File: src/rtl/scaler_ctrl.sv
// scaler_ctrl: sequencer for the frame-scaling datapath.
// A start request latches the algorithm select and clears the frame RAM to
// CLEAR_VAL. The engine is then released from reset and its RAM write port is
// forwarded until it reports done, guarded by a watchdog that reports ERROR.
module scaler_ctrl #(
    parameter int                 ADDR_W      = 19,
    parameter int                 DATA_W      = 8,
    parameter int                 RAM_DEPTH   = 76800,
    parameter logic [DATA_W-1:0]  CLEAR_VAL   = 8'h00,
    parameter int                 TIMEOUT_CYC = 200000,
    parameter int                 CNT_W       = 24
) (
    input  logic              clk,
    input  logic              reset,
    input  logic              start,
    input  logic [1:0]        mode_sel,
    output logic              eng_rst,
    output logic [1:0]        eng_sel,
    input  logic              eng_done,
    input  logic [ADDR_W-1:0] eng_wraddr,
    input  logic [DATA_W-1:0] eng_data,
    input  logic              eng_wren,
    output logic [ADDR_W-1:0] ram_wraddr,
    output logic [DATA_W-1:0] ram_data,
    output logic              ram_wren,
    output logic              busy,
    output logic              done,
    output logic              done_pulse,
    output logic              error
);

    typedef enum logic [2:0] {
        ST_IDLE  = 3'd0,
        ST_CLEAR = 3'd1,
        ST_ARM   = 3'd2,
        ST_RUN   = 3'd3,
        ST_DONE  = 3'd4,
        ST_ERROR = 3'd5
    } state_t;

    localparam logic [ADDR_W-1:0] LAST_ADDR = ADDR_W'(RAM_DEPTH - 1);
    localparam logic [CNT_W-1:0]  LAST_WDOG = CNT_W'(TIMEOUT_CYC - 1);

    state_t              state_q, state_d;
    logic [ADDR_W-1:0]   clr_addr_q, clr_addr_d;
    logic [CNT_W-1:0]    wdog_q, wdog_d;
    logic [1:0]          eng_sel_q, eng_sel_d;
    logic                done_pulse_q, done_pulse_d;

    // State and datapath registers with synchronous reset
    always_ff @(posedge clk) begin
        if (reset) begin
            state_q      <= ST_IDLE;
            clr_addr_q   <= '0;
            wdog_q       <= '0;
            eng_sel_q    <= 2'b00;
            done_pulse_q <= 1'b0;
        end else begin
            state_q      <= state_d;
            clr_addr_q   <= clr_addr_d;
            wdog_q       <= wdog_d;
            eng_sel_q    <= eng_sel_d;
            done_pulse_q <= done_pulse_d;
        end
    end

    // Next-state logic: sequencing, clear address, watchdog, mode latch
    always_comb begin
        state_d    = state_q;
        clr_addr_d = clr_addr_q;
        wdog_d     = wdog_q;
        eng_sel_d  = eng_sel_q;
        case (state_q)
            ST_IDLE: begin
                if (start) begin
                    eng_sel_d  = mode_sel;
                    clr_addr_d = '0;
                    state_d    = ST_CLEAR;
                end else begin
                    state_d    = ST_IDLE;
                end
            end
            ST_CLEAR: begin
                // Last address is written this cycle; the address wraps to 0
                // so the idle-time address output reads back as zero.
                if (clr_addr_q == LAST_ADDR) begin
                    clr_addr_d = '0;
                    state_d    = ST_ARM;
                end else begin
                    clr_addr_d = clr_addr_q + ADDR_W'(1);
                end
            end
            ST_ARM: begin
                wdog_d  = '0;
                state_d = ST_RUN;
            end
            ST_RUN: begin
                wdog_d = wdog_q + CNT_W'(1);
                // Completion wins over a simultaneous watchdog expiry
                if (eng_done) begin
                    state_d = ST_DONE;
                end else if (wdog_q == LAST_WDOG) begin
                    state_d = ST_ERROR;
                end else begin
                    state_d = ST_RUN;
                end
            end
            ST_DONE: begin
                // A switch change alone re-runs the frame with the new algorithm
                if (start || (mode_sel != eng_sel_q)) begin
                    eng_sel_d  = mode_sel;
                    clr_addr_d = '0;
                    state_d    = ST_CLEAR;
                end else begin
                    state_d    = ST_DONE;
                end
            end
            ST_ERROR: begin
                if (start) begin
                    eng_sel_d  = mode_sel;
                    clr_addr_d = '0;
                    state_d    = ST_CLEAR;
                end else begin
                    state_d    = ST_ERROR;
                end
            end
            default: begin
                state_d = ST_IDLE;
            end
        endcase
        done_pulse_d = (state_q == ST_RUN) && (state_d == ST_DONE);
    end

    // Output decode from registered state; RUN forwards the engine write port
    always_comb begin
        eng_rst    = 1'b1;
        ram_wren   = 1'b0;
        ram_wraddr = clr_addr_q;
        ram_data   = CLEAR_VAL;
        busy       = 1'b0;
        done       = 1'b0;
        error      = 1'b0;
        case (state_q)
            ST_IDLE: begin
                eng_rst = 1'b1;
            end
            ST_CLEAR: begin
                ram_wren = 1'b1;
                busy     = 1'b1;
            end
            ST_ARM: begin
                busy = 1'b1;
            end
            ST_RUN: begin
                eng_rst    = 1'b0;
                ram_wraddr = eng_wraddr;
                ram_data   = eng_data;
                ram_wren   = eng_wren;
                busy       = 1'b1;
            end
            ST_DONE: begin
                // Engine stays out of reset so it keeps presenting its done
                eng_rst = 1'b0;
                done    = 1'b1;
            end
            ST_ERROR: begin
                error = 1'b1;
            end
            default: begin
                eng_rst = 1'b1;
            end
        endcase
    end

    assign eng_sel    = eng_sel_q;
    assign done_pulse = done_pulse_q;

endmodule
File: config.mk
export PLATFORM = sky130hd
export DESIGN_NAME = scaler_ctrl
export DESIGN_NICKNAME = d
export VERILOG_FILES = /design/src/rtl/scaler_ctrl.sv
export SDC_FILE = /design/constraint.sdc
export NUM_CORES = 1
export LEC_CHECK = 0
export ABC_AREA = 0
export BUFFER_PORTS_ARGS = -buffer_cell sky130_fd_sc_hd__buf_4
export CAP_MARGIN = 20
export CORE_MARGIN = 3
export CORE_UTILIZATION = 54
export DETAILED_ROUTE_END_ITERATION = 8
export PLACE_DENSITY_LB_ADDON = 0.1
export SYNTH_ARGS = -nofsm -noshare
export SYNTH_HDL_FRONTEND = slang
export SYNTH_SLANG_ARGS = --single-unit
File: constraint.sdc
create_clock -name clk -period 2.39 [get_ports clk]
set_input_delay 0.717 -clock clk [delete_from_list [all_inputs] [get_ports clk]]
set_output_delay 0.717 -clock clk [all_outputs]
set_load 0.02 [all_outputs]
==> summary.txt <==
Min path
  – Worst hold path type: reg2reg
  – Number of cells on the worst hold path: 2

Logic synthesis
  – Area leader, netlist: dfxtp_1
  – Post-synthesis register bit count: 49
  – Yosys top cell area share: 0.342
  – Synth unique cells: 51
  – Top cells by count, synth: 82 x nand2_1, 49 x dfxtp_1, 43 x nor2_1
  – Mean post-synth cell area: 7.43 um2
  – Syn nets: 422
  – Cell area after synthesis: between 2000 and 3000 um2
  – Register area share after synthesis: 0.342
  – Async SR Flop Fraction: 0
  – Synthesis Warnings: 0
  – Top-count cell post-synth: nand2_1
  – Top FF cell, synth: dfxtp_1
  – EDFF count, synth: 0
  – Top area cells in the synthesized netlist: dfxtp_1 34%, nand2_1 11%, xnor2_1 6.1%, nor2_1 5.6%, a21oi_1 4.2%
  – Synth Instances: 386

Global routing
  – Initial antenna violation count: 0
  – GRT Overall Usage: 0.240
  – Pin count of the biggest net entering global routing: 27
  – Total grt overflow: 0
  – Vias in the first global route: 2671
  – First-pass GRT wire length: 12200 um

Timing
  – Final Hold Fails: 0
  – Max Slew Vio Count: 0
  – Fmax: 441 MHz
  – Final setup viols: 0
  – Worst Tran Pin Value: 0.466 ns
  – Crit path time final: 2.27 ns
  – Final Skew: 0.0113 ns
  – PnR worst setup slack: approximately 0.12 ns
  – Period utilization: 0.950
  – Slew headroom: 0.689
  – Unrepaired setup endpoints after global routing: no

Route
  – DR iter-0 viols: approximately 180
  – DR vias/cell: 5.63
  – # DRC: 0
  – Via count: 2951
  – Routed WL: 7330 um
  – Post-route ant nets: 0
  – WL per Instance: 14.0 um
  – Detailed Routing Iterations Pass 1: 4

Final layout
  – N_diodes: 0
  – Ratio of cells with drive above 1 in the final layout: 0.228
  – Layout area overhead: 26.1%
  – Final net count: 493

Setup path
  – Crit path largest cell delay: approximately 0.43 ns
  – Crit start category: register
  – Worst Path Arrival: between 1.5 and 2 ns
  – R2r worst-path depth: 7
  – Critical path class: reg2out
  – WP buf/inv: 2
  – CP endpoint kind: output pin
  – Crit-path slowest cell: dfxtp_2
  – Req. time, crit path: around 1.7 ns
  – Crit-path cells: nor2b_1 -> nand2_1 -> buf_4 -> nand2_1 -> nand2_1 -> buf_4
  – Most frequent CP cell: nand2_1
  – Crit path max-delay family: simple AND/OR/NAND/NOR gates
  – CP Max Fanout: 10
  – Critical Path Stages: 6

Place
  – Port bufs: 68
  – DP Worst Slack: 0.148 ns
  – Detailed placer's ending HPWL: 5440 um
  – Routability Congestion: just under 0.9

CTS
  – Htree depth: 2
  – CTS tree: built
  – Clock Tree Buf Depth: 2
  – Post-cts sizing count: 2
  – Number of hold buffers added after cts: 0
  – Clk pin slew, worst setup/hold paths: 0.09 ns
  – CTS root buf: clkbuf_8
  – Post-CTS Setup Bufs: 0
  – Clock sink count: 49
  – Clk Latency, worst-skew pair: approximately 0.30 ns
  – Cts bufs inserted: 5

Power
  – Pwr/cell area: 435 nW/um2
  – Peak supply drop: 0.000337 V
  – Leakage power: 0.00142 uW
  – Pwr Total: 1570 uW

Die
  – DIE WIDTH: 78.9 um
  – Core ar.: 4910 um2
  – Die area: ~6200 um2
  – Initial Util: 0.584
  – Die Y: 78.9 um
  – IO Pins: 69
  – Row count: 25

Status
  – Outcome: finished, final reports clean

Flow run
  – MaxCap Viol Count: 0
[flip-flops by register name (all words and copies together) (netlist names)]
register	cells
eng_sel	2
done_pulse	1
wdog_q	24
state_q	3
clr_addr_q	19
[worst register-to-register path: stages, from the launching register on]
cell and delay (ns):
dfxtp_1 0.40, ha_1 0.23, nand2_1 0.12, or4_1 0.56
o21ai_1 0.21, a21o_1 0.15, buf_4 0.17, nor2_1 0.07
[layer usage]
| layer | GRT usage | up-vias | share of wire | wire, um |
|---|---|---|---|---|
| met2 | 0.404 | 71 | 0.48 | 3490 |
| met3 | 0.0397 | 11 | 0.040 | 292 |
| met5 | 0 | - | 0 | 0 |
| met4 | 0.0790 | 0 | 0.014 | 106 |
| met1 | 0.312 | 1368 | 0.47 | 3440 |
| li1 | - | 1501 | - | - |
[where the power goes]
group	leakage, uW	internal, uW	switching, uW
Sequential	0.000397	823	9.78
Combinational	0.000966	77.0	86.0
Clock	0.0000540	305	273
[path summary, 6_finish.rpt]
path	from	endpoint	slack, ns
setup / recovery	state_q[1]	ram_wraddr[12]	0.12
hold / removal	clr_addr_q[1]	clr_addr_q[1]	0.50
setup reg to reg	clr_addr_q[0]	clr_addr_q[4]	0.38
hold reg to reg	clr_addr_q[1]	clr_addr_q[1]	0.50
[layout by cell type, fill, tap and decap left out, types with 3 or more instances in the layout]
cell type  Yosys  routed
nand2_1       82      82
buf_4          3      81
dfxtp_1       49      46
nor2_1        43      42
a21oi_1       24      24
xnor2_1       20      20
o21ai_0       17      17
nand3_1       15      15
and3_1        12      12
inv_1         10      10
nand4_1        9       9
nor3_1         9       9
xor2_1         7       7
or4_1          5       5
and4_1         5       5
a211oi_1       5       5
or3_1          5       5
clkbuf_8       0       5
nor2b_1        3       3
o31ai_1        3       3
dfxtp_2        0       3
[cell families after synthesis]
kind of cell    after synthesis  synth area share
simple gates                208             0.368
compound gates               72             0.157
flops                        49             0.342
buf+inv                      28            0.0419
xor+xnor                     27            0.0825
fa+ha+maj                     2           0.00873
[per-stage QoR]
step	instances	area, um2	hold WS (ns)	utilization	setup TNS [ns]
3_5_place_dp	517	3500	0.485	0.712	0
2_1_floorplan	386	2870	0.458	-	-0.0696
6_report	524	3610	0.495	0.736	0
3_3_place_gp	517	3500	0.479	0.712	0
4_1_cts	524	3600	0.496	0.734	0
5_1_grt	524	3610	0.540	0.736	0
[layout make-up]
type	instances	area, um2
clock inverter	2	35.0
multi-input combinational	309	1780
clock buffer	5	68.8
fill	439	1300
timing repair buffer	82	628
inverter	10	37.5
tap	67	83.8
sequential	49	985
Note: power is estimated with default switching activity, not from simulation.
